==> src/rtl/instruction_decode.sv <==
// Decode stage of the 4-stage 8-bit pipeline: IF/ID register, 4x8 register file
// with write-back bypass, instruction decode and the ID/EX register with forwarding flags.
module instruction_decode #(
    parameter int         NUM_REGS = 4,
    parameter logic [7:0] RESET_PC = 8'h00
) (
    input  logic       clk,
    input  logic       reset,
    input  logic [7:0] Instruction_Code,
    input  logic [7:0] PC_in,
    input  logic       reset_IFID,
    input  logic       reset_IDEX,
    input  logic       wb_en,
    input  logic [1:0] wb_addr,
    input  logic [7:0] wb_data,
    output logic [3:0] op_EX,
    output logic [7:0] opA_EX,
    output logic [7:0] opB_EX,
    output logic [1:0] rd_EX,
    output logic       we_EX,
    output logic       jump_EX,
    output logic [7:0] pc_EX,
    output logic       valid_EX,
    output logic       fwdA_EX,
    output logic       fwdB_EX,
    output logic       illegal_EX
);

    typedef enum logic [3:0] {
        OP_NOP  = 4'h0,
        OP_ADD  = 4'h1,
        OP_SUB  = 4'h2,
        OP_AND  = 4'h3,
        OP_OR   = 4'h4,
        OP_XOR  = 4'h5,
        OP_MOV  = 4'h6,
        OP_ADDI = 4'h7,
        OP_JR   = 4'h8
    } opcode_e;

    logic [7:0] r_rf [NUM_REGS];
    logic [7:0] r_ifid_instr;
    logic [7:0] r_ifid_pc;
    logic       r_ifid_valid;

    logic [1:0] w_rd;
    logic [1:0] w_rs;
    logic [7:0] w_rd_val;
    logic [7:0] w_rs_val;
    logic [3:0] w_op;
    logic [7:0] w_opa;
    logic [7:0] w_opb;
    logic       w_we;
    logic       w_jump;
    logic       w_illegal;
    logic       w_src_a;
    logic       w_src_b;
    logic       w_fwd_a;
    logic       w_fwd_b;

    assign w_rd = r_ifid_instr[3:2];
    assign w_rs = r_ifid_instr[1:0];

    // A write-back landing this cycle is visible to the instruction being decoded.
    assign w_rd_val = (wb_en && (wb_addr == w_rd)) ? wb_data : r_rf[w_rd];
    assign w_rs_val = (wb_en && (wb_addr == w_rs)) ? wb_data : r_rf[w_rs];

    // NOTE: every output of a combinational block gets a default first, so no path infers a latch.
    always_comb begin
        w_op      = OP_NOP;
        w_opa     = 8'h00;
        w_opb     = 8'h00;
        w_we      = 1'b0;
        w_jump    = 1'b0;
        w_illegal = 1'b0;
        w_src_a   = 1'b0;
        w_src_b   = 1'b0;
        case (r_ifid_instr[7:4])
            OP_ADD, OP_SUB, OP_AND, OP_OR, OP_XOR: begin
                w_op    = r_ifid_instr[7:4];
                w_opa   = w_rd_val;
                w_opb   = w_rs_val;
                w_we    = 1'b1;
                w_src_a = 1'b1;
                w_src_b = 1'b1;
            end
            OP_MOV: begin
                w_op    = OP_MOV;
                w_opb   = w_rs_val;
                w_we    = 1'b1;
                w_src_b = 1'b1;
            end
            OP_ADDI: begin
                w_op    = OP_ADDI;
                w_opa   = w_rd_val;
                w_opb   = {6'b0, w_rs};
                w_we    = 1'b1;
                w_src_a = 1'b1;
            end
            OP_JR: begin
                w_op    = OP_JR;
                w_opa   = w_rd_val;
                w_jump  = 1'b1;
                w_src_a = 1'b1;
            end
            OP_NOP:  ;
            default: w_illegal = 1'b1;
        endcase
    end

    // Forwarding compares against the instruction currently in ID/EX, one ahead of this one.
    assign w_fwd_a = r_ifid_valid && w_src_a && valid_EX && we_EX && (rd_EX == w_rd);
    assign w_fwd_b = r_ifid_valid && w_src_b && valid_EX && we_EX && (rd_EX == w_rs);

    // NOTE: the register file is reset explicitly because software may read it before any write-back.
    always_ff @(posedge clk or negedge reset) begin
        if (!reset) begin
            for (int i = 0; i < NUM_REGS; i++) begin
                r_rf[i] <= 8'h00;
            end
        end else if (wb_en) begin
            r_rf[wb_addr] <= wb_data;
        end
    end

    // NOTE: sequential state uses non-blocking assignments so every register samples pre-edge values.
    always_ff @(posedge clk or negedge reset) begin
        if (!reset) begin
            r_ifid_instr <= 8'h00;
            r_ifid_pc    <= RESET_PC;
            r_ifid_valid <= 1'b0;
        end else begin
            r_ifid_pc <= PC_in;
            if (!reset_IFID) begin
                r_ifid_instr <= 8'h00;
                r_ifid_valid <= 1'b0;
            end else begin
                r_ifid_instr <= Instruction_Code;
                r_ifid_valid <= 1'b1;
            end
        end
    end

    always_ff @(posedge clk or negedge reset) begin
        if (!reset) begin
            op_EX      <= 4'h0;
            opA_EX     <= 8'h00;
            opB_EX     <= 8'h00;
            rd_EX      <= 2'd0;
            pc_EX      <= RESET_PC;
            valid_EX   <= 1'b0;
            we_EX      <= 1'b0;
            jump_EX    <= 1'b0;
            illegal_EX <= 1'b0;
            fwdA_EX    <= 1'b0;
            fwdB_EX    <= 1'b0;
        end else begin
            op_EX  <= w_op;
            opA_EX <= w_opa;
            opB_EX <= w_opb;
            rd_EX  <= w_rd;
            pc_EX  <= r_ifid_pc;
            // A flush only has to kill the control fields; data is ignored once valid_EX drops.
            if (!reset_IDEX) begin
                valid_EX   <= 1'b0;
                we_EX      <= 1'b0;
                jump_EX    <= 1'b0;
                illegal_EX <= 1'b0;
                fwdA_EX    <= 1'b0;
                fwdB_EX    <= 1'b0;
            end else begin
                valid_EX   <= r_ifid_valid;
                we_EX      <= r_ifid_valid && w_we;
                jump_EX    <= r_ifid_valid && w_jump;
                illegal_EX <= r_ifid_valid && w_illegal;
                fwdA_EX    <= w_fwd_a;
                fwdB_EX    <= w_fwd_b;
            end
        end
    end

endmodule

==> config.mk <==
export PLATFORM = sky130hd
export DESIGN_NAME = instruction_decode
export DESIGN_NICKNAME = d
export VERILOG_FILES = /design/src/rtl/instruction_decode.sv
export SDC_FILE = /design/constraint.sdc
export NUM_CORES = 1
export LEC_CHECK = 0
export CAP_MARGIN = 10
export CORE_ASPECT_RATIO = 1.1
export CORE_MARGIN = 4
export CORE_UTILIZATION = 51
export CTS_CLUSTER_SIZE = 14
export DETAILED_ROUTE_END_ITERATION = 6
export MAX_ROUTING_LAYER = met4
export PLACE_DENSITY = 0.85
export SYNTH_ARGS = -nofsm -noshare
export SYNTH_HDL_FRONTEND = slang
export SYNTH_SLANG_ARGS = --single-unit
==> constraint.sdc <==
create_clock -name clk -period 2.1 [get_ports clk]
set_clock_uncertainty 0.15 [all_clocks]
set_input_delay 0.315 -clock clk [delete_from_list [all_inputs] [get_ports clk]]
set_output_delay 0.315 -clock clk [all_outputs]
set_load 0.1 [all_outputs]
==> impl_metrics.yaml, run 1 <==
hold_path:
  hp-class: "register to register"
  hold_depth: 0
  holdCritStartpoint: "r_ifid_pc[5]$_DFF_PN0_"
  min_to: "pc_EX[5]$_DFF_PN0_"
routing:
  wl_per_cell_um: 17.63
  drc: 0
  drt_wl_total_mm: 6.930
  drtIter0Drc: 80
  ant_nets: 0
  dr_total_vias: 2096
  first_pass_iters: 4
  viasPerCell: 5.333
worst_setup_path:
  cp.arrival_ns: 1.90
  r2r-end: "fwdB_EX$_DFF_PN0_"
  worst-path-max-fanout: 9
  critical_path_class: "register to register"
  crit_path_start_kind: "register"
  path_buf_inv: 0
  timing.rr.start: "r_ifid_instr[5]$_DFF_PN0_"
  rrSetupSlack_ns: 0.31
  path_cells: "and3_1, or3_1, nor4_4"
  cp_slowest_cell: "or3_1"
  crit_family: "simple AND/OR/NAND/NOR gates"
  rr_worst_depth: 3
  slowest_delay_ns: 0.57
  worstPathRequired_ns: 2.21
  endpoint_kind: "register"
grt:
  grt_usage: 0.1929
  grt.busiest_layer: "met2"
  first_global_vias: 2196
  grt_util_met2: 0.3074
  grt_max_degree: 55
  use_met3: 0.03054
  grt_pass1_wl_mm: 11.31
  grt-ovfl-total: 0
  antenna_found_initial: 0
  met1_usage: 0.2301
final_layout:
  final_cell_mix: "dfrtp_1, buf_4, mux2_2, clkdlybuf4s50_1"
  nNetsFinal: 337
  antenna_cells: 0
  final_common_cell: "dfrtp_1"
  synthToLayoutAreaGrowth_pct: 28.66
  drive_gt1_frac: 0.3987
floorplan:
  core_um2: 6594
  num_rows: 31
  die_x_um: 86.60
  die_h_um: 94.46
  dieArea_um2: 8180
  start_util: 0.5256
  pin_count: 67
placement:
  place.detailed.hpwl_mm: 4.942
  numPortBuffers: 66
  place_congestion: 0.8306
power:
  leakagePower_nw: 2.034
  ir_worst_vdd_mv: 0.4730
  power.density_nw_per_um2: 979.2
timing:
  worstMarginPinSlew_ns: 0.4827
  finalSetupTns_ns: 0
  hold_viol_final: 0
  max_freq_mhz: 559.2
  slew_headroom: 0.6782
  rsz0062_at_grt: "no"
  post-route-period-util: 0.8516
  fin_hold_ws_ns: 0.2020
  fin_crit_ns: 1.788
  drv_slew: 0
  setup_viol: 0
cts:
  clk_latency_ns: 0.36
  cts_hold_buffers: 1
  cts_max_path_buffers: 2
  clkSlewWorstSetupHoldPaths_ns: 0.09
  cts_resized: 0
  h-tree-depth: 3
  cts_tree: "done"
  numCtsBuffers: 9
  cts_num_sinks: 85
  ctsRootBufferMaster: "clkbuf_8"
  post-cts-setup-buffers: 0
synth:
  synthTopCellsByArea: "dfrtp_1, mux2_2, mux4_2, mux2i_1, nor2_1"
  syn_area_um2: 3466
  synth_fp_nets: 251
  synth_cell_types: 30
  synth_edf_count: 0
  synth-async-reset-ratio: 1.000
  synth_seq_cells: 85
  synth_top_area_frac: 0.6137
  ys.flop_type: "dfrtp_1"
  synth_seq_area_share: 0.6137
  avgSynthCellArea_um2: 15.75
  synth_area_leader_cell: "dfrtp_1"
  synth_cells: 220
  yosysWarningCount: 0
status:
  outcome: "finished, final reports clean"
flow_run:
  maxCapViolCount: 0
==> cell type report <==
cell class / instances / area [µm²]
Tap cell: 82 / 102.6
Sequential cell: 85 / 2127
Multi-Input combinational cell: 123 / 1257
Clock inverter: 7 / 98.84
Inverter: 1 / 3.754
Clock buffer: 9 / 123.9
Timing Repair Buffer: 86 / 745.7
Fill cell: 470 / 2135
==> how the worst max path moves through the flow <==
stage | startpoint | to | slack, ns | cells after the start
after global routing | r_ifid_instr[5]$_DFF_PN0_ | fwdB_EX$_DFF_PN0_ | 0.23 | 3
after floorplan | we_EX$_DFF_PN0_ | fwdA_EX$_DFF_PN0_ | 0.39 | 2
after CTS | r_ifid_instr[5]$_DFF_PN0_ | fwdB_EX$_DFF_PN0_ | 0.31 | 3
after global placement | wb_addr[0] | opB_EX[0]$_DFF_PN0_ | 0.14 | 6
after detailed placement | wb_addr[0] | opB_EX[0]$_DFF_PN0_ | 0.08 | 6
final | r_ifid_instr[5]$_DFF_PN0_ | fwdB_EX$_DFF_PN0_ | 0.31 | 3
==> kinds of logic (layout without fill, tap and decap cells) <==
logic type / after synthesis / in the layout / synth area share
AOI/OAI and AO/OA: 5 / 5 / 0.008304
xor gates and xnor gates: 8 / 8 / 0.02021
buffers and inverters: 12 / 103 / 0.02346
DFF: 85 / 85 / 0.6137
muxes: 64 / 64 / 0.2542
and+or+nand+nor: 46 / 46 / 0.08014
==> state kept, by name (all words and copies together), names as in the netlist <==
name and count:
we_EX 1, pc_EX 8, r_ifid_valid 1, illegal_EX 1
r_ifid_instr 8, r_ifid_pc 8, op_EX 4, fwdA_EX 1
r_rf 32, valid_EX 1, opB_EX 8, rd_EX 2
opA_EX 8, jump_EX 1, fwdB_EX 1
==> cells in the mapped netlist, drive strengths merged (2+ instances only) <==
cell type,n
mux4,16
mux2,32
xnor2,4
nor2,16
nor4,2
nor3b,2
and2,10
a21oi,2
dfrtp,85
nand4,2
buf,11
nand3b,2
and3,3
mux2i,16
nand3,3
nor2b,3
o21ai,2
xor2,4
==> per-stage QoR <==
stage	utilization	power (mW)	std cells	setup WS (ns)	area (µm²)
after floorplan	-	2.809	220	0.3857	3466
after global placement	0.6410	3.101	376	0.1412	4227
after detailed placement	0.6410	3.132	376	0.07995	4227
after CTS	0.6763	4.402	393	0.3142	4459
after global routing	0.6763	4.557	393	0.2263	4459
final	0.6763	4.367	393	0.3117	4459
==> power breakdown <==
group / total [mW] / leakage (nW) / switching [mW] / internal (mW)
Combinational: 1.14 / 0.873 / 0.725 / 0.419
Clock: 1.27 / 0.110 / 0.597 / 0.675
Sequential: 1.95 / 1.05 / 0.116 / 1.83
==> per-layer routing <==
metal | up-vias | wire [µm]
met3 | 19 | 286
li1 | 960 | -
met4 | 0 | 242
met5 | - | 0
met1 | 1068 | 2682
met2 | 49 | 3719
(Power assumes the default switching activity.)
==> inputs of run 2 (changes only) <==
--- a/config.mk
+++ b/config.mk
@@ -5,9 +5,8 @@
 export SDC_FILE = /design/constraint.sdc
 export NUM_CORES = 1
 export LEC_CHECK = 0
-export CAP_MARGIN = 10
 export CORE_ASPECT_RATIO = 1.1
-export CORE_MARGIN = 4
+export CORE_MARGIN = 1
 export CORE_UTILIZATION = 51
 export CTS_CLUSTER_SIZE = 14
 export DETAILED_ROUTE_END_ITERATION = 6
==> run 2 against run 1 <==
Net effect:
- power is 0.42% lower
- combinational power hardly changed
- largest cell class unchanged
- critical path type unchanged
- utilization is 0.65 points lower
- global-route usage is 1.9 points higher
- routed wire length is 6.3% lower
==> impl_metrics.yaml, run 2 (synthesis gave the netlist of run 1 again) <==
routing:
  drc: 0
  viasPerCell: 5.336
  first_pass_iters: 4
  ant_nets: 0
  drt_wl_total_mm: 6.494
  drtIter0Drc: 183
  dr_total_vias: 2065
  wl_per_cell_um: 16.78
flow_run:
  maxCapViolCount: 0
cts:
  ctsRootBufferMaster: "clkbuf_8"
  cts_resized: 0
  clk_latency_ns: 0.34
  cts_num_sinks: 85
  numCtsBuffers: 9
  cts_max_path_buffers: 2
  cts_tree: "done"
  h-tree-depth: 3
  clkSlewWorstSetupHoldPaths_ns: 0.09
timing:
  fin_crit_ns: 1.799
  finalSetupTns_ns: 0
  hold_viol_final: 0
  drv_slew: 0
  rsz0062_at_grt: "no"
  max_freq_mhz: 555.7
  slew_headroom: 0.6850
  setup_viol: 0
  worstMarginPinSlew_ns: 0.4724
  post-route-period-util: 0.8569
worst_setup_path:
  crit_end: "fwdB_EX$_DFF_PN0_"
  endpoint_kind: "register"
  worst-path-max-fanout: 9
  critical_path_class: "register to register"
  crit_path_start_kind: "register"
  cp_num_cells: 3
  worstPathRequired_ns: 2.20
  path_buf_inv: 0
  path_cells: "and3_1, or3_1, nor4_4"
  timing.rr.start: "r_ifid_instr[5]$_DFF_PN0_"
  rr_worst_depth: 3
  r2r-end: "fwdB_EX$_DFF_PN0_"
  rrSetupSlack_ns: 0.30
  crit_family: "simple AND/OR/NAND/NOR gates"
  slowest_delay_ns: 0.55
  cp_slowest_cell: "or3_1"
  cp.arrival_ns: 1.90
  critPathLaunch: "r_ifid_instr[5]$_DFF_PN0_"
power:
  ir_worst_vdd_mv: 0.4528
  power.density_nw_per_um2: 984.5
  finalPower_mw: 4.348
  leakagePower_nw: 2.001
placement:
  numPortBuffers: 66
  place_congestion: 0.7653
  place.detailed.hpwl_mm: 4.374
hold_path:
  holdCritStartpoint: "r_ifid_pc[6]$_DFF_PN0_"
  hp-class: "register to register"
final_layout:
  top_register: "r_rf"
  final_cell_mix: "dfrtp_1, buf_4, mux2_2, clkdlybuf4s50_1"
  largest_reg_flops: 32
  antenna_cells: 0
  synthToLayoutAreaGrowth_pct: 27.44
  drive_gt1_frac: 0.3836
  nNetsFinal: 331
  final_common_cell: "dfrtp_1"
  fillers: 477
grt:
  grt_usage: 0.2120
  grt-ovfl-total: 0
  grt_max_degree: 66
  first_global_vias: 2062
  grt_pass1_wl_mm: 10.58
  antenna_found_initial: 0
floorplan:
  die_x_um: 80.60
  core_um2: 6594
  die_h_um: 88.46
  start_util: 0.5256
  num_rows: 31
  dieArea_um2: 7130
  pin_count: 67
status:
  outcome: "finished, final reports clean"
-- run 2: changes by cell type in the layout (fill, tap and decap cells not counted), sizes merged --
| cell | change |
|---|---|
| clkinvlp | +1 |
| clkinv | -2 |
| clkbuf | +2 |
| buf | -6 |
| inv | -1 |
-- run 2: final cells by class --
cell class / instances / area, µm² / area share
flip-flops and latches: 85 / 2127 / 0.4816
multi-input cells: 123 / 1257 / 0.2847
repair buffers: 80 / 700.7 / 0.1586
clock buffers: 11 / 141.4 / 0.03201
well taps: 82 / 102.6 / 0.02323
clock inverters: 5 / 83.83 / 0.01898
inverters: 1 / 3.754 / 0.0008499
-- run 2: how the worst min path moves through the flow --
stage / to / cells past startpoint / slack, ns
detailed placement: opB_EX[4]$_DFF_PN0_ / 1 / 0.07
finish: pc_EX[6]$_DFF_PN0_ / 0 / 0.20
CTS: pc_EX[6]$_DFF_PN0_ / 0 / 0.20
floorplan: fwdA_EX$_DFF_PN0_ / 0 / -0.13
global placement: opB_EX[4]$_DFF_PN0_ / 1 / 0.06
global route: pc_EX[6]$_DFF_PN0_ / 0 / 0.21
-- run 2: routing by layer --
layer	up-vias	routed length, µm	track usage
li1	944	-	-
met1	1065	2711	0.2647
met2	41	3426	0.3398
met3	15	176	0.03299
met4	0	180	0.1023
met5	-	0	-
-- run 2: what timing repair did --
action,4_1_cts,5_1_grt
endpoints found under the setup margin,0,0
hold buffers,1,0
setup buffers,0,0
endpoints found under the hold margin,20,0
-- run 2: metrics by stage --
stage               area, µm²  cells  setup slack [ns]  utilization  hold slack, ns
CTS                      4417    387            0.2938       0.6698          0.2033
floorplan                3466    220            0.3857            -         -0.1306
detailed placement       4182    370           0.07433       0.6342         0.06719
global route             4417    387            0.2351       0.6698          0.2101
global placement         4182    370            0.1495       0.6342         0.06347
finish                   4417    387            0.3006       0.6698          0.2020
-- run 2: power by group --
part           switching [mW]  total, mW  internal (mW)
Combinational           0.724       1.14          0.413
Sequential              0.113       1.95           1.83
Clock                   0.561       1.27          0.705
